===== config.mk =====
export PLATFORM = sky130hd
export DESIGN_NAME = rx_frame_sequencer
export DESIGN_NICKNAME = d
export VERILOG_FILES = /design/src/rtl/rx_frame_sequencer.sv
export SDC_FILE = /design/constraint.sdc
export NUM_CORES = 1
export LEC_CHECK = 0
export BUFFER_PORTS_ARGS = -buffer_cell sky130_fd_sc_hd__clkbuf_2
export CELL_PAD_IN_SITES_DETAIL_PLACEMENT = 1
export CELL_PAD_IN_SITES_GLOBAL_PLACEMENT = 1
export CORE_MARGIN = 2
export CORE_UTILIZATION = 42
export CTS_CLUSTER_SIZE = 12
export DETAILED_ROUTE_END_ITERATION = 10
export PLACE_DENSITY_LB_ADDON = 0.05
export SYNTH_ARGS = -nofsm -noshare
export SYNTH_HDL_FRONTEND = slang
export SYNTH_SLANG_ARGS = --single-unit
export TNS_END_PERCENT = 50

===== constraint.sdc =====
create_clock -name clock -period 4.6 [get_ports clock]
set_clock_uncertainty 0.1 [all_clocks]
set_input_delay 0.92 -clock clock [delete_from_list [all_inputs] [get_ports clock]]
set_output_delay 0.92 -clock clock [all_outputs]
set_load 0.02 [all_outputs]

===== src/rtl/rx_frame_sequencer.sv =====
`default_nettype none
// ============================================================================
// rx_frame_sequencer : 802.11a receive-chain control FSM (preamble, SIGNAL
//                      check/decode, payload gating, symbol/pad count, drain)
// Optional: define RX_PARITY_CHECK_EN to enable the SIGNAL parity check.
// Revision: 1.0
// ============================================================================
module rx_frame_sequencer #(
    parameter int PREAMBLE_LEN  = 30,
    parameter int MAX_LEN       = 4095,
    parameter int DRAIN_TIMEOUT = 1024
) (
    input  logic        clock,
    input  logic        reset,
    input  logic        enable,
    input  logic        rx_valid,
    input  logic        rx_bit,
    input  logic        dec_done,
    output logic        payload_bit,
    output logic        payload_valid,
    output logic [1:0]  mode,
    output logic        dec_read_en,
    output logic [34:0] rxvector,
    output logic        hdr_valid,
    output logic        hdr_error,
    output logic [2:0]  hdr_status,
    output logic [10:0] n_sym,
    output logic [9:0]  n_pad,
    output logic        frame_done,
    output logic        frame_abort,
    output logic        busy
);

    localparam int PRE_W = $clog2(PREAMBLE_LEN + 1);
    localparam int DRN_W = $clog2(DRAIN_TIMEOUT + 1);

    typedef enum logic [2:0] {
        ST_IDLE     = 3'd0,
        ST_PREAMBLE = 3'd1,
        ST_SIGNAL   = 3'd2,
        ST_PAYLOAD  = 3'd3,
        ST_DRAIN    = 3'd4,
        ST_ERROR    = 3'd5
    } state_t;

    state_t             state;
    state_t             state_nxt;

    logic [PRE_W-1:0]   pre_cnt;
    logic [4:0]         sig_cnt;
    logic [22:0]        sr;
    logic [8:0]         ncbps;
    logic [7:0]         ndbps;
    logic [15:0]        target;
    logic [8:0]         cbit_cnt;
    logic [15:0]        dacc;
    logic [DRN_W-1:0]   drain_cnt;

    logic               accept;
    logic               abort_req;
    logic [23:0]        hdr;
    logic [3:0]         hdr_rate;
    logic [11:0]        hdr_len;
    logic               rate_ok;
    logic [8:0]         rate_ncbps;
    logic [7:0]         rate_ndbps;
    logic [1:0]         rate_mode;
    logic               par_err;
    logic               len_err;
    logic [2:0]         hdr_chk;
    logic               hdr_pass;
    logic               sig_last;
    logic               sym_wrap;
    logic [15:0]        dacc_sum;
    logic               last_bit;
    logic               drain_hit;
    logic               drain_exit;
    logic               drain_tmo;
    logic               unused_hdr;

    assign accept    = enable & rx_valid;
    assign abort_req = enable & ~rx_valid &
                       ((state == ST_PREAMBLE) | (state == ST_SIGNAL) | (state == ST_PAYLOAD));

    // The 24th bit is still on rx_bit; the first 23 sit in sr, LSB-first.
    assign hdr        = {rx_bit, sr};
    assign hdr_rate   = hdr[3:0];
    assign hdr_len    = hdr[16:5];
    assign unused_hdr = ^hdr[23:17];

    always_comb begin
        rate_ok    = 1'b1;
        rate_ncbps = 9'd0;
        rate_ndbps = 8'd0;
        rate_mode  = 2'd0;
        case (hdr_rate)
            4'b1011: begin rate_ncbps = 9'd48;  rate_ndbps = 8'd24;                    end
            4'b1111: begin rate_ncbps = 9'd48;  rate_ndbps = 8'd36;  rate_mode = 2'd1; end
            4'b1010: begin rate_ncbps = 9'd96;  rate_ndbps = 8'd48;                    end
            4'b1110: begin rate_ncbps = 9'd96;  rate_ndbps = 8'd72;  rate_mode = 2'd1; end
            4'b1001: begin rate_ncbps = 9'd192; rate_ndbps = 8'd96;                    end
            4'b1101: begin rate_ncbps = 9'd192; rate_ndbps = 8'd144; rate_mode = 2'd1; end
            4'b1000: begin rate_ncbps = 9'd288; rate_ndbps = 8'd192; rate_mode = 2'd2; end
            4'b1100: begin rate_ncbps = 9'd288; rate_ndbps = 8'd216; rate_mode = 2'd1; end
            default: rate_ok = 1'b0;
        endcase
    end

`ifdef RX_PARITY_CHECK_EN
    assign par_err = ^hdr[17:0];
`else
    assign par_err = 1'b0;
`endif

    assign len_err  = hdr[4] | (hdr_len == 12'd0) | ({20'd0, hdr_len} > 32'(MAX_LEN));
    assign hdr_chk  = {len_err, ~rate_ok, par_err};
    assign hdr_pass = (hdr_chk == 3'b000);

    assign sig_last  = (state == ST_SIGNAL) & accept & (sig_cnt == 5'd23);
    assign sym_wrap  = (state == ST_PAYLOAD) & accept & (cbit_cnt == ncbps - 9'd1);
    assign dacc_sum  = dacc + {8'd0, ndbps};
    // Symbol count and pad fall out of the running data-bit total: no divider.
    assign last_bit  = sym_wrap & (dacc_sum >= target);
    assign drain_hit = (drain_cnt == DRN_W'(DRAIN_TIMEOUT - 1));
    assign drain_exit = (state == ST_DRAIN) & enable & (dec_done | drain_hit);
    assign drain_tmo  = (state == ST_DRAIN) & enable & ~dec_done & drain_hit;

    always_ff @(posedge clock or posedge reset) begin
        if (reset) begin
            state <= ST_IDLE;
        end else begin
            state <= state_nxt;
        end
    end

    always_comb begin
        state_nxt   = state;
        busy        = (state != ST_IDLE);
        dec_read_en = (state == ST_DRAIN);
        case (state)
            ST_IDLE: begin
                if (accept) state_nxt = ST_PREAMBLE;
            end
            ST_PREAMBLE: begin
                if (abort_req) state_nxt = ST_IDLE;
                else if (accept && (pre_cnt == PRE_W'(PREAMBLE_LEN - 1))) state_nxt = ST_SIGNAL;
            end
            ST_SIGNAL: begin
                if (abort_req)     state_nxt = ST_IDLE;
                else if (sig_last) state_nxt = hdr_pass ? ST_PAYLOAD : ST_ERROR;
            end
            ST_PAYLOAD: begin
                if (abort_req)     state_nxt = ST_IDLE;
                else if (last_bit) state_nxt = ST_DRAIN;
            end
            ST_DRAIN: begin
                if (drain_exit) state_nxt = ST_IDLE;
            end
            ST_ERROR: begin
                if (enable && !rx_valid) state_nxt = ST_IDLE;
            end
            default: state_nxt = ST_IDLE;
        endcase
    end

    always_ff @(posedge clock or posedge reset) begin
        if (reset) begin
            pre_cnt       <= '0;
            sig_cnt       <= 5'd0;
            sr            <= 23'd0;
            ncbps         <= 9'd0;
            ndbps         <= 8'd0;
            target        <= 16'd0;
            cbit_cnt      <= 9'd0;
            dacc          <= 16'd0;
            drain_cnt     <= '0;
            payload_bit   <= 1'b0;
            payload_valid <= 1'b0;
            mode          <= 2'd0;
            rxvector      <= 35'd0;
            hdr_valid     <= 1'b0;
            hdr_error     <= 1'b0;
            hdr_status    <= 3'b000;
            n_sym         <= 11'd0;
            n_pad         <= 10'd0;
            frame_done    <= 1'b0;
            frame_abort   <= 1'b0;
        end else begin
            hdr_valid     <= 1'b0;
            hdr_error     <= 1'b0;
            frame_done    <= 1'b0;
            frame_abort   <= 1'b0;
            payload_valid <= 1'b0;

            if (abort_req) begin
                frame_abort <= 1'b1;
                pre_cnt     <= '0;
                sig_cnt     <= 5'd0;
                cbit_cnt    <= 9'd0;
                dacc        <= 16'd0;
                drain_cnt   <= '0;
                n_sym       <= 11'd0;
                n_pad       <= 10'd0;
            end

            if (accept) begin
                case (state)
                    ST_IDLE: begin
                        pre_cnt <= PRE_W'(1);
                        sig_cnt <= 5'd0;
                    end
                    ST_PREAMBLE: begin
                        pre_cnt <= pre_cnt + PRE_W'(1);
                    end
                    ST_SIGNAL: begin
                        sr      <= {rx_bit, sr[22:1]};
                        sig_cnt <= sig_cnt + 5'd1;
                        if (sig_last) begin
                            hdr_status <= hdr_chk;
                            if (hdr_pass) begin
                                hdr_valid <= 1'b1;
                                rxvector  <= {hdr_len, 3'b000, hdr_rate, 16'h0000};
                                mode      <= rate_mode;
                                ncbps     <= rate_ncbps;
                                ndbps     <= rate_ndbps;
                                target    <= 16'd22 + {1'b0, hdr_len, 3'b000};
                                cbit_cnt  <= 9'd0;
                                dacc      <= 16'd0;
                                n_sym     <= 11'd0;
                                n_pad     <= 10'd0;
                            end else begin
                                hdr_error <= 1'b1;
                            end
                        end
                    end
                    ST_PAYLOAD: begin
                        payload_bit   <= rx_bit;
                        payload_valid <= 1'b1;
                        if (sym_wrap) begin
                            cbit_cnt <= 9'd0;
                            n_sym    <= n_sym + 11'd1;
                            dacc     <= dacc_sum;
                            if (last_bit) begin
                                n_pad     <= 10'(dacc_sum - target);
                                drain_cnt <= '0;
                            end
                        end else begin
                            cbit_cnt <= cbit_cnt + 9'd1;
                        end
                    end
                    default: begin
                    end
                endcase
            end

            if ((state == ST_DRAIN) && enable) begin
                drain_cnt <= drain_cnt + DRN_W'(1);
                if (drain_exit) frame_done    <= 1'b1;
                if (drain_tmo)  hdr_status[2] <= 1'b1;
            end
        end
    end

endmodule
`default_nettype wire


Word level (Yosys, flattened, before mapping)
Index checks and enable logic that the tools add are counted.
{"block": "classes", "add_sub_neg": 9, "order_cmp": 1, "bitwise": 19, "reduce_logical": 19, "n_mux": 70, "n_eq_ne": 23}
{"op": "$mux W11", "count": 11}
{"op": "$mux W16", "count": 5}
{"op": "$pmux W8 S8", "count": 1}
{"op": "$mux W10", "count": 6}
{"op": "$mux W9", "count": 5}
{"op": "$mux W3", "count": 13}
{"op": "$pmux W9 S4", "count": 1}
{"op": "$eq A4 B4 Y1 const B", "count": 8}
{"op": "$pmux W16 S2", "count": 1}
{"op": "$add A11 B1 Y11 const B", "count": 2}
{"op": "$pmux W11 S2", "count": 1}
{"op": "$mux W5", "count": 4}
{"op": "$pmux W10 S2", "count": 1}
{"op": "$pmux W5 S2", "count": 2}
{"op": "$pmux W3 S6", "count": 1}
{"op": "$pmux W9 S2", "count": 1}
{"op": "$add A16 B8 Y16", "count": 1}
{"op": "$add A5 B15 Y16 const A", "count": 1}
{"op": "$ge A16 B16 Y1", "count": 1}
{"op": "$mux W1", "count": 16}
{"op": "$and A1 B1 Y1", "count": 12}
{"op": "$logic_not A12 Y1", "count": 1}
{"op": "$eq A11 B10 Y1 const B", "count": 1}
{"op": "$add A5 B1 Y5 const B", "count": 2}
{"op": "other kinds (26)", "count": 43}
{"block": "totals", "in_bits": 6, "word_cells": 163, "ff_bits": 152, "out_inout_bits": 69}

Longest topological paths before layout
{"block": "depth", "ltp_word": 10, "depth_mapped": 16, "depth_no_buf": 15}

Worst setup path before layout
OpenSTA, ideal clock, no wires.
{"block": "synth_path", "kind": "register to register", "from": "reg ndbps[2]", "to": "reg drain_cnt[7]", "arrival_ns": 3.197, "setup_time_ns": 0.130, "synth_period_minus_slack_ns": 3.427, "t_required_ns": 4.370, "slack_ns": 1.173, "stages_incl_launch_ff": 16, "n_path_buf": 1, "cell_sequence": "dfrtp_1 -> ha_1 -> inv_1 -> fa_1 -> nor2b_1 -> o31a_1 -> o2111ai_1 -> xnor2_1 -> ha_1 -> o21ai_0 -> nor3_1 -> a22oi_1 -> a2111oi_2 -> or3_1 -> buf_2 -> a31oi_1"}
{"block": "synth_via", "elab_chain_cells": 8}
{"element": "start: declaration", "line_no": "53", "source": "logic [7:0] ndbps;"}
{"element": "start signal: assignment", "line_no": "225", "source": "ndbps <= rate_ndbps;"}
{"element": "$add A16 B8 Y16", "line_no": "121", "source": "assign dacc_sum = dacc + {8'd0, ndbps};"}
{"element": "$ge A16 B16 Y1", "line_no": "123", "source": "assign last_bit = sym_wrap & (dacc_sum >= target);"}
{"element": "$and A1 B1 Y1", "line_no": "123"}
{"element": "$mux W11", "line_no": "243", "source": "if (last_bit) begin"}
{"element": "$mux W11", "line_no": "239", "source": "if (sym_wrap) begin"}
{"element": "$mux W11", "line_no": "207", "source": "case (state)"}
{"element": "$mux W11", "line_no": "206", "source": "if (accept) begin"}
{"element": "$mux W11", "line_no": "256", "source": "if ((state == ST_DRAIN) && enable) begin"}
{"element": "end signal: assignment", "line_no": "257", "source": "drain_cnt <= drain_cnt + DRN_W'(1);"}
{"element": "end: declaration", "line_no": "57", "source": "logic [DRN_W-1:0] drain_cnt;"}
No other way between the ends.
A chain may end at the register's enable or synchronous reset.

Worst setup path after layout
{"block": "layout_path", "from": "reg ndbps[2]", "to": "reg drain_cnt[3]"}
Same word-level chain as after synthesis.

==> flow_summary_export.csv <==
group,metric,value,unit
yosys,postSynthCellCount,800,
placement,placed_area,0.00799,mm2
die,start_util,42.6,%
placement,gp_congestion,0.819,
run,maxCapViolCount,0,
sta,min_period,4110,ps
yosys,ys_warn_count,0,
cts,cts_hold_buf,0,
routing,vias_per_cell,5.49,
yosys,synth_area_leader_cell,"dfrtp_1",
placement,placed_cells,1054,
setup_path,path_delay_family,"compound AO/OA/AOI/OAI gates",
placement,dp_slack,545,ps
global_routing,grt_pass1_vias,6171,
power,comb_power_share,18.2,%
cts,cts_resized,0,
yosys,synthFlopType,"dfrtp_1",
sta,slew_viol_final,0,
sta,rsz0062_at_grt,"no",
setup_path,cp.required,4780,ps
sta,tightest_slew,982,ps
setup_path,crit_fanout,11,
setup_path,arrival,4290,ps
yosys,syn_avg_cell_area,9.50,um2
setup_path,reg2reg_depth,14,
routing,ant_nets,0,
cells_and_area,design_area,0.00860,mm2
routing,vias,5960,
sta,finalSetupTns,0,ps
power,powerDensity,430,mW/mm2
cells_and_area,final.fill_count,2019,
setup_path,crit_type,"reg2reg",
cts,clk_latency,420,ps
cts,clkTransAtPathRegs,60,ps
die,die_h,139,um
cts,clockRootBuffer,"clkbuf_16",
routing,firstDrtPassIters,4,
cts,numCtsBuffers,17,
sta,post-route-period-util,89.3,%
cells_and_area,synthToLayoutAreaGrowth,13.2,%
power,total_power,3.70,mW
cts,ctsLongestPathBuffers,2,
power,p_clk_share,38.9,%
setup_path,critPathBufInv,1,
die,die_w,139,um
status,outcome,"finished clean",
yosys,async_flop_share,100,%
die,ios,75,
global_routing,antenna_found_initial,0,
global_routing,overflow,0,
cells_and_area,nets,881,
sta,setup_ws,492,ps
sta,clock.fmax,243,MHz
power,vdd_drop_max,263,uV
global_routing,grtUsageTotal,20.8,%
placement,place.detailed.hpwl,13.8,mm
placement,io_buffers,54,
yosys,synth_enable_flop_cells,0,
global_routing,grt_pass1_wl,32.6,mm
cells_and_area,ff_latch_area,0.00358,mm2
cells_and_area,drive_above_1_share,14.1,%
die,coreArea,0.0178,mm2
routing,drc,0,
routing,drt_iter0_drc,234,
cells_and_area,multi_input_area,0.00362,mm2
die,row_count,49,
die,fp.dieArea,0.0192,mm2
global_routing,grt_start_max_net_pins,144,
min_path,whs_path_depth,2,
yosys,netlist.area_leader.share,47.1,%
min_path,min_path_type,"reg2reg",
sta,setup_violations,0,
yosys,yosysSeqAreaShare,47.1,%
yosys,ys_types,65,
setup_path,cp_common_cell,"ha_1",
routing,wl,19.4,mm
setup_path,end_kind,"flop",
cts,cts_setup_buffers,0,
cts,clock_sinks,143,
power,share_seq_of_total_power,42.9,%
cells_and_area,utilization,48.2,%
cts,cts.htree.levels,4,
cells_and_area,diodes,0,
yosys,synthTopCellsByArea,"dfrtp_1 47%, nand2_1 5.9%, ha_1 4.8%, o21ai_0 3.0%, a22o_1 2.8%",
setup_path,cpPeakStageDelay,590,ps
setup_path,cp_num_cells,14,
power,internal-power,2.47,mW
sta,hold_slack,372,ps
yosys,synth.ff_latch_count,143,
cells_and_area,finalNonFillerCells,1086,
setup_path,crit_chain,"ha_1, inv_1, fa_1, nor2b_1, o31a_1, o2111ai_1, xnor2_1, ha_1, o21ai_0, nor3_1, a22oi_1, a2111oi_2, or3_1, a31oi_1",
power,p_sw,1.22,mW
setup_path,crit_path_start_kind,"flop",
routing,drt-wirelength-per-cell,17.8,um
yosys,synth_area,0.00760,mm2
cts,cts_tree,"done",
setup_path,critical_path.slowest_cell,"a2111oi_2",
sta,slew_headroom,34.2,%
power,p_leak,4.23,nW
sta,hold_violations,0,
power,swShare,33.1,%
## path summary, 6_finish.rpt
| kind | end | from | slack [ps] |
|---|---|---|---|
| max in group asynchronous | sr[13] | reset | 3230 |
| worst min-delay path | sr[17] | sr[18] | 370 |
| worst min register to register | sr[17] | sr[18] | 370 |
| min in group asynchronous | drain_cnt[0] | reset | 600 |
| worst max-delay path | drain_cnt[3] | ndbps[2] | 490 |
| worst max register to register | drain_cnt[3] | ndbps[2] | 490 |
## layout by cell type (no fill, tap or decap), types with 8 or more instances in the layout
| cell | count |
|---|---|
| nand2b_1 | 11 |
| nor3_1 | 9 |
| inv_1 | 41 |
| mux2_2 | 14 |
| a31oi_1 | 25 |
| a21o_1 | 10 |
| o21a_1 | 8 |
| ha_1 | 29 |
| nor2_1 | 40 |
| o21ai_0 | 45 |
| nand3_1 | 27 |
| clkbuf_16 | 17 |
| nand2_1 | 119 |
| dfrtp_1 | 143 |
| xor2_1 | 15 |
| and3_1 | 18 |
| clkbuf_2 | 54 |
| xnor2_1 | 24 |
| a22o_1 | 24 |
| conb_1 | 20 |
| a21oi_1 | 40 |
## state kept, by name, indices dropped and copies added (netlist names), 6 cells and up
name,cells
n_pad,10
dacc,16
rxvector,16
target,13
cbit_cnt,9
n_sym,11
sr,23
drain_cnt,11
ndbps,6
## layer usage
layer	share of wire (%)	GRT usage, %	up-vias
li1	-	-	2851
met3	2.3	3.29	28
met4	2.0	6.34	0
met1	49	29.2	2997
met5	0	0	-
met2	47	33.6	84
## final cells by class
| cell class | instances | area share, % |
|---|---|---|
| multi-input cells | 577 | 42.1 |
| flip-flops and latches | 143 | 41.6 |
| clock buffers | 17 | 4.95 |
| repair buffers | 62 | 3.99 |
| well taps | 229 | 3.33 |
| clock inverters | 15 | 2.15 |
| inverters | 43 | 1.92 |
## synth_stat cells (3+ instances only)
cell type	n
nor2b_1	6
nand3_1	27
nand2_1	119
or3_1	6
nand4_1	7
o211ai_1	5
xor2_1	15
mux2_2	14
nor4_1	6
a21o_1	10
xnor2_1	24
nor2_1	40
o22ai_1	3
ha_1	29
o21a_1	8
a22o_1	24
a21oi_1	40
o31a_1	4
nor3_1	9
o21ai_0	45
buf_4	21
a22oi_1	3
and3_1	18
or2_2	3
o31ai_1	7
dfrtp_1	143
mux2i_1	4
inv_1	42
nand3b_1	6
buf_2	12
nand2b_1	11
a31oi_1	25
clkbuf_1	22
## tightest hold or removal path: stages, from the launching register on
cell and delay [ps]:
dfrtp_1 350, nand2_1 50, nand2_1 50
## power groups by stage
stage               clock network (mW)  logic [mW]  registers, mW
finish                            1.44       0.672           1.59
global route                      1.52       0.761           1.62
CTS                               1.46       0.685           1.59
detailed placement                   0       0.681           1.61
global placement                     0       0.647           1.60
floorplan                            0       0.563           1.51
## kinds of logic (layout without fill, tap and decap cells)
logic type / after synthesis / in the layout / synth area share, %
DFF: 143 / 143 / 47.1
AOI/OAI and AO/OA: 199 / 199 / 17.4
adders and majority gates: 31 / 31 / 5.30
other: 1 / 20 / 0.0494
xor gates and xnor gates: 39 / 39 / 4.50
buffers and inverters: 99 / 137 / 6.22
muxes: 18 / 18 / 2.60
and+or+nand+nor: 270 / 270 / 16.8
(Power assumes the default switching activity.)
